[src/rtl/serial_add_sequencer.sv]
// ---------------------------------------------------------------------------
// serial_add_sequencer
//   Bit-serial add/subtract sequencer that drives an external single-bit full
//   adder, LSB first, one bit per enabled cycle. Assembles a WIDTH-bit result,
//   the final carry (no-borrow for subtract) and the signed-overflow flag,
//   then shows done for one enabled cycle.
//
// Ports
//   clk, rst_n         clock, synchronous active-low reset
//   ena                clock enable; all state holds while low
//   start              request, honoured only in IDLE
//   op_a, op_b, sub    operands and operation (0 = A+B, 1 = A-B)
//   fa_a/fa_b/fa_cin   drive to the full adder (0 outside SHIFT)
//   fa_sum/fa_cout     full-adder outputs, valid in the same cycle
//   busy, done         SHIFT / DONE state indicators
//   result, carry_out,
//   overflow           operation results, held until the next accepted start
// ---------------------------------------------------------------------------
module serial_add_sequencer #(
  parameter int WIDTH = 8
) (
  input  logic             clk,
  input  logic             rst_n,
  input  logic             ena,
  input  logic             start,
  input  logic [WIDTH-1:0] op_a,
  input  logic [WIDTH-1:0] op_b,
  input  logic             sub,
  output logic             fa_a,
  output logic             fa_b,
  output logic             fa_cin,
  input  logic             fa_sum,
  input  logic             fa_cout,
  output logic             busy,
  output logic             done,
  output logic [WIDTH-1:0] result,
  output logic             carry_out,
  output logic             overflow
);

  localparam int CW = $clog2(WIDTH);
  localparam logic [CW-1:0] CNT_LAST = CW'(WIDTH - 1);

  typedef enum logic [1:0] {
    S_IDLE  = 2'd0,
    S_SHIFT = 2'd1,
    S_DONE  = 2'd2
  } state_e;

  state_e           state_q,     state_d;
  logic [WIDTH-1:0] a_sr_q,      a_sr_d;
  logic [WIDTH-1:0] b_sr_q,      b_sr_d;
  logic             sub_q,       sub_d;
  logic             carry_q,     carry_d;
  logic [CW-1:0]    cnt_q,       cnt_d;
  logic [WIDTH-1:0] result_q,    result_d;
  logic             carry_out_q, carry_out_d;
  logic             overflow_q,  overflow_d;

  always_comb begin
    state_d     = state_q;
    a_sr_d      = a_sr_q;
    b_sr_d      = b_sr_q;
    sub_d       = sub_q;
    carry_d     = carry_q;
    cnt_d       = cnt_q;
    result_d    = result_q;
    carry_out_d = carry_out_q;
    overflow_d  = overflow_q;
    if (ena) begin
      unique case (state_q)
        S_IDLE: begin
          if (start) begin
            a_sr_d   = op_a;
            b_sr_d   = op_b;
            sub_d    = sub;
            // Subtract is A + ~B + 1: the +1 enters as the initial carry.
            carry_d  = sub;
            cnt_d    = '0;
            result_d = '0;
            state_d  = S_SHIFT;
          end
        end
        S_SHIFT: begin
          result_d = {fa_sum, result_q[WIDTH-1:1]};
          carry_d  = fa_cout;
          a_sr_d   = a_sr_q >> 1;
          b_sr_d   = b_sr_q >> 1;
          if (cnt_q == CNT_LAST) begin
            // MSB step: overflow is carry-in xor carry-out of the sign bit.
            carry_out_d = fa_cout;
            overflow_d  = carry_q ^ fa_cout;
            state_d     = S_DONE;
          end else begin
            cnt_d = cnt_q + CW'(1);
          end
        end
        S_DONE: state_d = S_IDLE;
        default: state_d = S_IDLE;
      endcase
    end
  end

  always_ff @(posedge clk) begin
    if (!rst_n) begin
      state_q     <= S_IDLE;
      a_sr_q      <= '0;
      b_sr_q      <= '0;
      sub_q       <= 1'b0;
      carry_q     <= 1'b0;
      cnt_q       <= '0;
      result_q    <= '0;
      carry_out_q <= 1'b0;
      overflow_q  <= 1'b0;
    end else begin
      state_q     <= state_d;
      a_sr_q      <= a_sr_d;
      b_sr_q      <= b_sr_d;
      sub_q       <= sub_d;
      carry_q     <= carry_d;
      cnt_q       <= cnt_d;
      result_q    <= result_d;
      carry_out_q <= carry_out_d;
      overflow_q  <= overflow_d;
    end
  end

  assign busy      = (state_q == S_SHIFT);
  assign done      = (state_q == S_DONE);
  assign result    = result_q;
  assign carry_out = carry_out_q;
  assign overflow  = overflow_q;

  // Full-adder drive is combinational so the adder answers in the same cycle.
  assign fa_a   = busy & a_sr_q[0];
  assign fa_b   = busy & (b_sr_q[0] ^ sub_q);
  assign fa_cin = busy & carry_q;

endmodule

[config.mk]
export PLATFORM = sky130hd
export DESIGN_NAME = serial_add_sequencer
export DESIGN_NICKNAME = d
export VERILOG_FILES = /design/src/rtl/serial_add_sequencer.sv
export SDC_FILE = /design/constraint.sdc
export NUM_CORES = 1
export LEC_CHECK = 0
export CAP_MARGIN = 20
export CORE_UTILIZATION = 40
export DETAILED_ROUTE_END_ITERATION = 10
export PLACE_DENSITY = 0.69
export REMOVE_ABC_BUFFERS = 1
export SLEW_MARGIN = 20
export SYNTH_ARGS = -nofsm -noshare
export SYNTH_HDL_FRONTEND = slang
export SYNTH_SLANG_ARGS = --single-unit
[constraint.sdc]
create_clock -name clk -period 1.55 [get_ports clk]
set_input_delay 0.31 -clock clk [delete_from_list [all_inputs] [get_ports clk]]
set_output_delay 0.31 -clock clk [all_outputs]
set_load 0.01 [all_outputs]
==> metrics.md <==
| Metric | Value |
|---|---|
| FF-to-FF End | cnt_q[2] |
| Avg Inst Size Synth | 9.16 µm² |
| First-pass DRT Iterations | 4 |
| Worst path arrival time | 1210 ps |
| Vias per cell | 4.99 |
| H-tree depth | 2 |
| Max Cap Viol | 0 |
| Final Cycle Share | 0.979 |
| Clock transition at path regs | 70 ps |
| Finished Cell Area | 2350 µm² |
| Worst slew pin tran | 310 ps |
| Crit-path cells | buf_4 -> nor2b_1 -> dlygate4sd2_1 |
| Switching pwr | 0.550 mW |
| Ports | 38 |
| DRC | 0 |
| Switch share | 0.250 |
| Initial antenna violation count | 0 |
| Final wirelength | 3.72 mm |
| Pleak | 0.891 nW |
| First-pass GRT wire length | 6.15 mm |
| Slowest stage delay, CP | 380 ps |
| Main area contributors after synthesis | dfxtp_1 40%, nand2_1 10%, a311oi_2 9.0% |
| Synth top area share | 0.396 |
| Cell taking the most area after synthesis | dfxtp_1 |
| Worst Hold Class | flip-flop to flip-flop |
| Crit path kind | flip-flop to output pin |
| I/O Buffers | 37 |
| DPL Wire Length | 2.72 mm |
| Post-DP Area | 2220 µm² |
| CP max FO | 9 |
| R2R depth | 4 |
| CTS tree | yes |
| Starting Density | 0.417 |
| CTS root buf | clkbuf_8 |
| Setup-failing EPs final | 0 |
| Max Freq | 659 MHz |
| Final Max Tran Viols | 0 |
| Mapped Cells | 182 |
| Seq cells post-synth | 33 |
| Rows | 23 |
| DR iter-0 viols | 49 |
| R2R Path Start | cnt_q[0] |
| Fin. Hold Viols | 0 |
| Worst hold endpoint | cnt_q[1] |
| P&R area growth vs syn | 41.1% |
| DRT antenna net count | 0 |
| Die Wd | 66.6 µm |
| Sequential element share of the synthesized area | 0.396 |
| RSZ-0062 raised after global routing | yes |
| Crit path launch type | flip-flop |
| # diodes | 0 |
| Core area | 4000 µm² |
| Synth warn | 0 |
| Worst Hold Depth | 2 |
| Die area | 4430 µm² |
| Synthesized cell area | 1670 µm² |
| Skew final | 9.25 ps |
| Netlist cell types | 39 |
| Post-route insts no fill | 291 |
| WP data required | 1240 ps |
| GR Overflow Total | 0 |
| Cts hold-fix bufs | 0 |
| Gpl congestion | 0.801 |
| Placed Cells | 281 |
| Status | complete, no violations |
| Register area | 662 µm² |
| All-Layer GR Usage | 0.190 |
| Die Height | 66.6 µm |
| CTS Buffer Depth | 2 |
| Register share of total power | 0.418 |
| Clock Sinks | 33 |
| Maximum VDD drop | 402 µV |
| Largest net degree at the start of global routing | 18 |
| Slowest cell on crit path | dfxtp_1 |
| Int Power | 1.65 mW |
| Multi-input gate area | 883 µm² |
| Comb pwr share | 0.205 |
| Worst Hold Launch | cnt_q[1] |
| Worst skew pair latency | 290 ps |
| CP endpoint kind | output pin |
| Filler cell count | 348 |
| Clock share of power | 0.376 |
| Nets | 266 |
| Worst rel slew slack | 0.793 |
| Vias | 1,452 |
| WHS | 459 ps |
| R2r setup slk | 140 ps |
| Mean routed wirelength per cell | 12.8 µm |
| Final period demand of the worst path | 1520 ps |
| Number of global-route vias before repair | 1,356 |
| Pwr per Cell Area | 937 nW/µm² |
| Total CTS buffers | 5 |
| Layout cell share with drive strength beyond 1 | 0.290 |
## state kept, by name, indices dropped and copies added, names as in the netlist
register,flops
a_sr_q,8
b_sr_q,8
result,8
cnt_q,3
state_q,2
carry_out,1
carry_q,1
overflow,1
sub_q,1
## power groups by stage
stage | Combinational, mW | Sequential (mW) | Clock, mW
after floorplan | 0.214 | 0.940 | 0
after global placement | 0.442 | 0.938 | 0
after detailed placement | 0.443 | 0.938 | 0
after CTS | 0.451 | 0.921 | 0.854
after global routing | 0.491 | 0.926 | 0.890
final | 0.452 | 0.921 | 0.829
## layer usage
layer,share of wire,track usage
met1,0.49,0.235
met3,0.046,0.0599
met4,0.018,0.0878
met5,0,0
met2,0.45,0.297
## layout make-up
type / instances / area share
multi-input combinational: 132 / 0.376
sequential: 33 / 0.282
timing repair buffer: 66 / 0.261
clock buffer: 7 / 0.0367
tap: 50 / 0.0266
clock inverter: 1 / 0.0128
inverter: 2 / 0.00532
## kinds of logic (layout without fill, tap and decap cells)
group / count (synthesis) / in the layout / synth area share
and+or+nand+nor: 67 / 67 / 0.191
AOI/OAI and AO/OA: 55 / 55 / 0.270
DFF: 33 / 33 / 0.396
buffers and inverters: 17 / 76 / 0.0796
muxes: 5 / 5 / 0.0308
adders and majority gates: 3 / 3 / 0.0225
xor gates and xnor gates: 2 / 2 / 0.0105
## placed cells by master (no fill, tap or decap), types with 2 or more instances in the layout
cell / netlist / layout
clkdlybuf4s50_1: 0 / 32
nor2_1: 3 / 3
buf_2: 3 / 2
nand2_1: 45 / 45
mux2i_1: 4 / 4
o21ai_1: 10 / 10
a21oi_1: 18 / 18
a21oi_2: 10 / 10
dfxtp_1: 33 / 32
clkbuf_8: 0 / 6
ha_1: 3 / 3
buf_4: 2 / 26
dlygate4sd2_1: 0 / 2
a311oi_1: 5 / 5
a311oi_2: 10 / 10
nand3_1: 3 / 3
buf_12: 0 / 3
## critical path: cells and delay by family (launching register included)
family | cells | cell delay, ps
buffers and inverters | 2 | 480
DFF | 1 | 380
and+or+nand+nor | 1 | 60
## stage by stage
stage	power (mW)	setup WS, ps	util	TNS (ps)
3_5_place_dp	1.38	-136	0.555	-2190
5_1_grt	2.31	-11.5	0.588	-11.7
4_1_cts	2.23	20.7	0.586	0
3_3_place_gp	1.38	-126	0.555	-1530
2_1_floorplan	1.15	-30.2	-	-60.4
6_report	2.20	31.8	0.588	0
## worst max-delay path by stage
stage / startpoint / to / slack (ps) / cells past startpoint
6_report: state_q[0] / done / 30 / 3
5_1_grt: state_q[0] / done / -10 / 3
4_1_cts: state_q[0] / done / 20 / 3
3_5_place_dp: state_q[1] / fa_cin / -140 / 4
3_3_place_gp: state_q[1] / fa_cin / -130 / 4
2_1_floorplan: state_q[0] / fa_a / -30 / 3
## Yosys cell counts (all sizes together)
master  instances
a311oi         15
or3             1
nand3b          1
mux2i           4
buf            11
xor2            1
a21oi          28
o21ai          10
and2            2
or2             1
mux2            1
nor2            5
nand2b          2
nand2          45
inv             2
or2b            1
nand4b          1
and3b           1
ha              3
nand3           3
clkbuf          4
and2b           1
xnor2           1
nor3            1
and4bb          1
a211oi          1
o31ai           1
dfxtp          33
nor2b           1
## timing repair
action | 4_1_cts | 5_1_grt
resized for setup | 17 | 3
setup buffers | 2 | 0
endpoints found under the setup margin | 5 | 3
Power figures use the tool's default switching activity.
==> RTL change 1 (same flow settings) <==
Re-encode `state_e` (3 states) as one-hot, 3 bits wide.
--- a/src/rtl/serial_add_sequencer.sv
+++ b/src/rtl/serial_add_sequencer.sv
@@ -42,8 +42,8 @@
   localparam logic [CW-1:0] CNT_LAST = CW'(WIDTH - 1);
 
-  typedef enum logic [1:0] {
-    S_IDLE  = 2'd0,
-    S_SHIFT = 2'd1,
-    S_DONE  = 2'd2
+  typedef enum logic [2:0] {
+    S_IDLE  = 3'b001,
+    S_SHIFT = 3'b010,
+    S_DONE  = 3'b100
   } state_e;
 
Formal check against the unedited RTL: no difference found for any inputs over 10 cycles, from zero or initial values and one cycle with rst_n low; not proved beyond that.
==> RTL change 1 against the original RTL <==
The run now ends with negative setup slack left; synthesized cell count increased by 0.55%; total power decreased by 16%; critical path depth increased by 2; critical path type unchanged; worst setup slack got worse by 0.18 ns; count of clock-buffer cells in the layout decreased by 1; synthesized area decreased by 11%; final area decreased by 6.0%; routed wire length increased by 0.89%; sequential cell count increased by 1.
==> RTL change 1: results (changes against the original RTL) <==
sta:
  worst_slack_ns: -0.1491  # -0.1809 ns
  finalClockSkew_ns: 0.005053  # -0.004197 ns
  setup_viol: 4  # +4
  tightest_slew_ns: 0.3150  # +0.005085 ns
  tns_ns: -0.4753  # -0.4753 ns
pwr:
  p_seq_share_pct: 50.2  # +8.4 points
  pg_clk_uw: 681  # -18%
  internal_power_mw: 1.399  # -15%
route:
  met2WireLength_um: 1814  # +8.6%
  wl_per_cell_um: 13.17  # +3.0%
finish:
  final_nets: 264  # -0.75%
  multi_input_area_sq_um: 743.2  # -16%
  clkbuf_count: 6  # -1
setup_path:
  slowest_stage: "or3b_4"
  worstPathMaxFanout: 3  # -6
cts:
  post_cts_buffers: 4  # +2
  cts_resized: 24  # +7
outcome:
  status: "finished, violations left"
  violations: "negative setup slack"
placement:
  hpwl_um: 2386  # -12%
  placed_area_sq_um: 1986  # -11%
global_routing:
  grt_pass1_vias: 1342  # -1.0%
  grt_max_degree: 49  # +31
  grt_use_met3_pct: 3.467  # -2.5 points
synth:
  synth_xor_area_share_pct: 1.183  # +0.13 points
  synth_cell_types: 28  # -28%
  synth_area_leaders: "dfxtp_1 46%, nand2_1 11%, o21ai_0 9.5%, a31oi_1 6.3%, mux2i_1 4.1%"
==> RTL change 1: cell count changes after synthesis, moves of 3 or more <==
cell      unedited run  this run
a21oi_1             18         4
o21ai_0              0        28
a311oi_2            10         0
o21ai_1             10         0
nor2_1               3         6
nand4_1              0         9
buf_6                5         1
a31oi_1              0        15
a311oi_1             5         0
clkbuf_1             3         6
a21oi_2             10         0
==> RTL change 1: metrics by stage <==
stage,std cells,worst slack [ns]
after floorplan,170,-0.9884
after global placement,270,-0.2898
after detailed placement,270,-0.3019
after CTS,282,-0.1517
after global routing,285,-0.1901
final,285,-0.1491
==> RTL change 1: path summary, 6_finish.rpt <==
kind,from,end,slack (ns),cells after the start
setup / recovery,state_q[0],busy,-0.15,5
hold / removal,b_sr_q[7],b_sr_q[7],0.47,2
hold reg to reg,b_sr_q[7],b_sr_q[7],0.47,2
setup reg to reg,state_q[0],cnt_q[0],0.02,5
==> RTL change 2 (same flow settings) <==
Without the edit above. `WIDTH`: 8 -> 16.
--- a/src/rtl/serial_add_sequencer.sv
+++ b/src/rtl/serial_add_sequencer.sv
@@ -18,5 +18,5 @@
 // ---------------------------------------------------------------------------
 module serial_add_sequencer #(
-  parameter int WIDTH = 8
+  parameter int WIDTH = 16
 ) (
   input  logic             clk,
Interface: changed (resized op_a, op_b and result); port bits go from 38 to 62. No check against the original RTL was run, so the function may have changed too.
==> RTL change 2 against the original RTL <==
Highest routed layer unchanged; critical path type unchanged; worst setup slack improved by 0.011 ns; final area rose by 65%; routed wire length rose by 78%; total power rose by 56%; final cell count rose by 70%; synthesized area rose by 71%; die area rose by 69%; largest cell class unchanged; sequential cell count rose by 25.
==> RTL change 2: results (changes against the original RTL) <==
outcome:
  status: "finished, final reports clean"
placement:
  place_congestion: 0.7752  # -3.3%
  place_inst: 475  # +69%
  dp_slack_ns: -0.2063  # -0.07067 ns
  hpwl_um: 4542  # +67%
  io_buffers: 61  # +65%
setup_path:
  slowest_stage: "clkdlybuf4s50_1"
  worstPathMaxFanout: 2  # -7
  max_stage_delay_ns: 0.53  # +0.15 ns
  path_delay_family: "buffers and inverters"
  arrival_ns: 1.20
synth:
  synth-warning-count: 0  # unchanged
  synth_cell_types: 39  # unchanged
  synthCells: 319  # +75%
  ys.flop_type: "dfxtp_1"
  synth_area_leaders: "dfxtp_1 41%, a311oi_2 13%, nand2_1 11%, a21oi_1 7.5%, buf_6 4.3%"
  synthArstFlopShare_pct: 0  # unchanged
  synthTopCellsByCount: "81 x nand2_1, 58 x dfxtp_1, 43 x a21oi_1"
  seq_area_frac_synth_pct: 40.65  # +1.0 points
cts:
  path_clk_slew_ns: 0.07  # about the same
  numCtsBuffers: 9  # +4
  worstSkewPairLatency_ns: 0.34  # +0.05 ns
  cts_max_path_buffers: 2  # unchanged
  htreeDepth: 3  # +1
  root_buffer: "clkbuf_8"
global_routing:
  track_usage_pct: 19.12  # +0.14 points
  antenna_found_initial: 0  # unchanged
  grt_first_pass_wirelength_um: 11240  # +83%
  grt_pass1_vias: 2440  # +80%
  gr-total-overflow: 0  # unchanged
  grt_max_degree: 29  # +11
pwr:
  ir_drop_uv: 469.3  # +17%
  p_leak_nw: 1.559  # +75%
finish:
  final_nets: 433  # +63%
  num-fill-cells: 655  # +88%
  drive_gt1_share_pct: 24.12  # -4.9 points
  diodes: 0  # unchanged
  fin_cells: 494  # +70%
route:
  drt_iter0_drc: 107  # +120%
  dr.pass1.iters: 4  # unchanged
  drt_wl_total_um: 6638  # +78%
  vias: 2537  # +75%
sta:
  tightest_slew_ns: 0.2553  # -0.05462 ns
  finalClockSkew_ns: 0.007399  # -0.001851 ns
hold_path:
  hold_path.class: "register to register"
RTL change 2: through the flow:
step | hold slack (ns) | cell area [sq um]
after detailed placement | 0.4625 | 3677
after floorplan | 0.4275 | 2614
final | 0.4617 | 3880
after CTS | 0.4703 | 3856
after global placement | 0.4527 | 3677
after global routing | 0.4922 | 3880
RTL change 2: cell type report:
type,instances,area share [%]
multi-input combinational,228,37.41
sequential,58,29.96
timing repair buffer,94,24.80
clock buffer,11,3.644
tap,96,3.096
clock inverter,5,0.7739
inverter,2,0.3225
RTL change 2: cell families (layout without fill, tap and decap cells):
kind of cell	after synthesis	in the layout	synth area share, %
multiplexers	1	1	0.3504
flip-flops	58	58	40.65
buffers and inverters	33	112	8.935
XOR/XNOR	2	2	0.6133
adder cells (fa/ha/maj)	1	1	0.4380
AO/OA/AOI/OAI	114	114	31.41
AND/OR/NAND/NOR	110	110	17.61
RTL change 2: final timing paths:
kind	startpoint	to	slack [ns]	cells after the start
max	overflow	overflow	0.04	1
min	result[6]	result[5]	0.46	2
max reg2reg	state_q[1]	a_sr_q[8]	0.06	6
min reg2reg	result[6]	result[5]	0.46	2
RTL change 2: per-layer routing:
metal  part of all wire, %  vias up  GRT usage, %
met2                    46       70         30.09
li1                      -     1290             -
met4                   2.3        0         9.697
met1                    47     1160         25.19
met3                   4.0       17         3.429
met5                     0        -             0
RTL change 2: what timing repair did:
| item | in CTS | in global routing |
|---|---|---|
| pin swaps | 0 | 3 |
| buffers inserted | 3 | 0 |
| setup endpoints to repair | 12 | 29 |
| endpoints found under the hold margin | 0 | 0 |
| cloned | 0 | 0 |
| resized for setup | 26 | 12 |
RTL change 2: report_power, final:
part	switching, mW	internal (mW)
Clock	0.606	0.614
Combinational	0.308	0.307
Sequential	0.0425	1.56
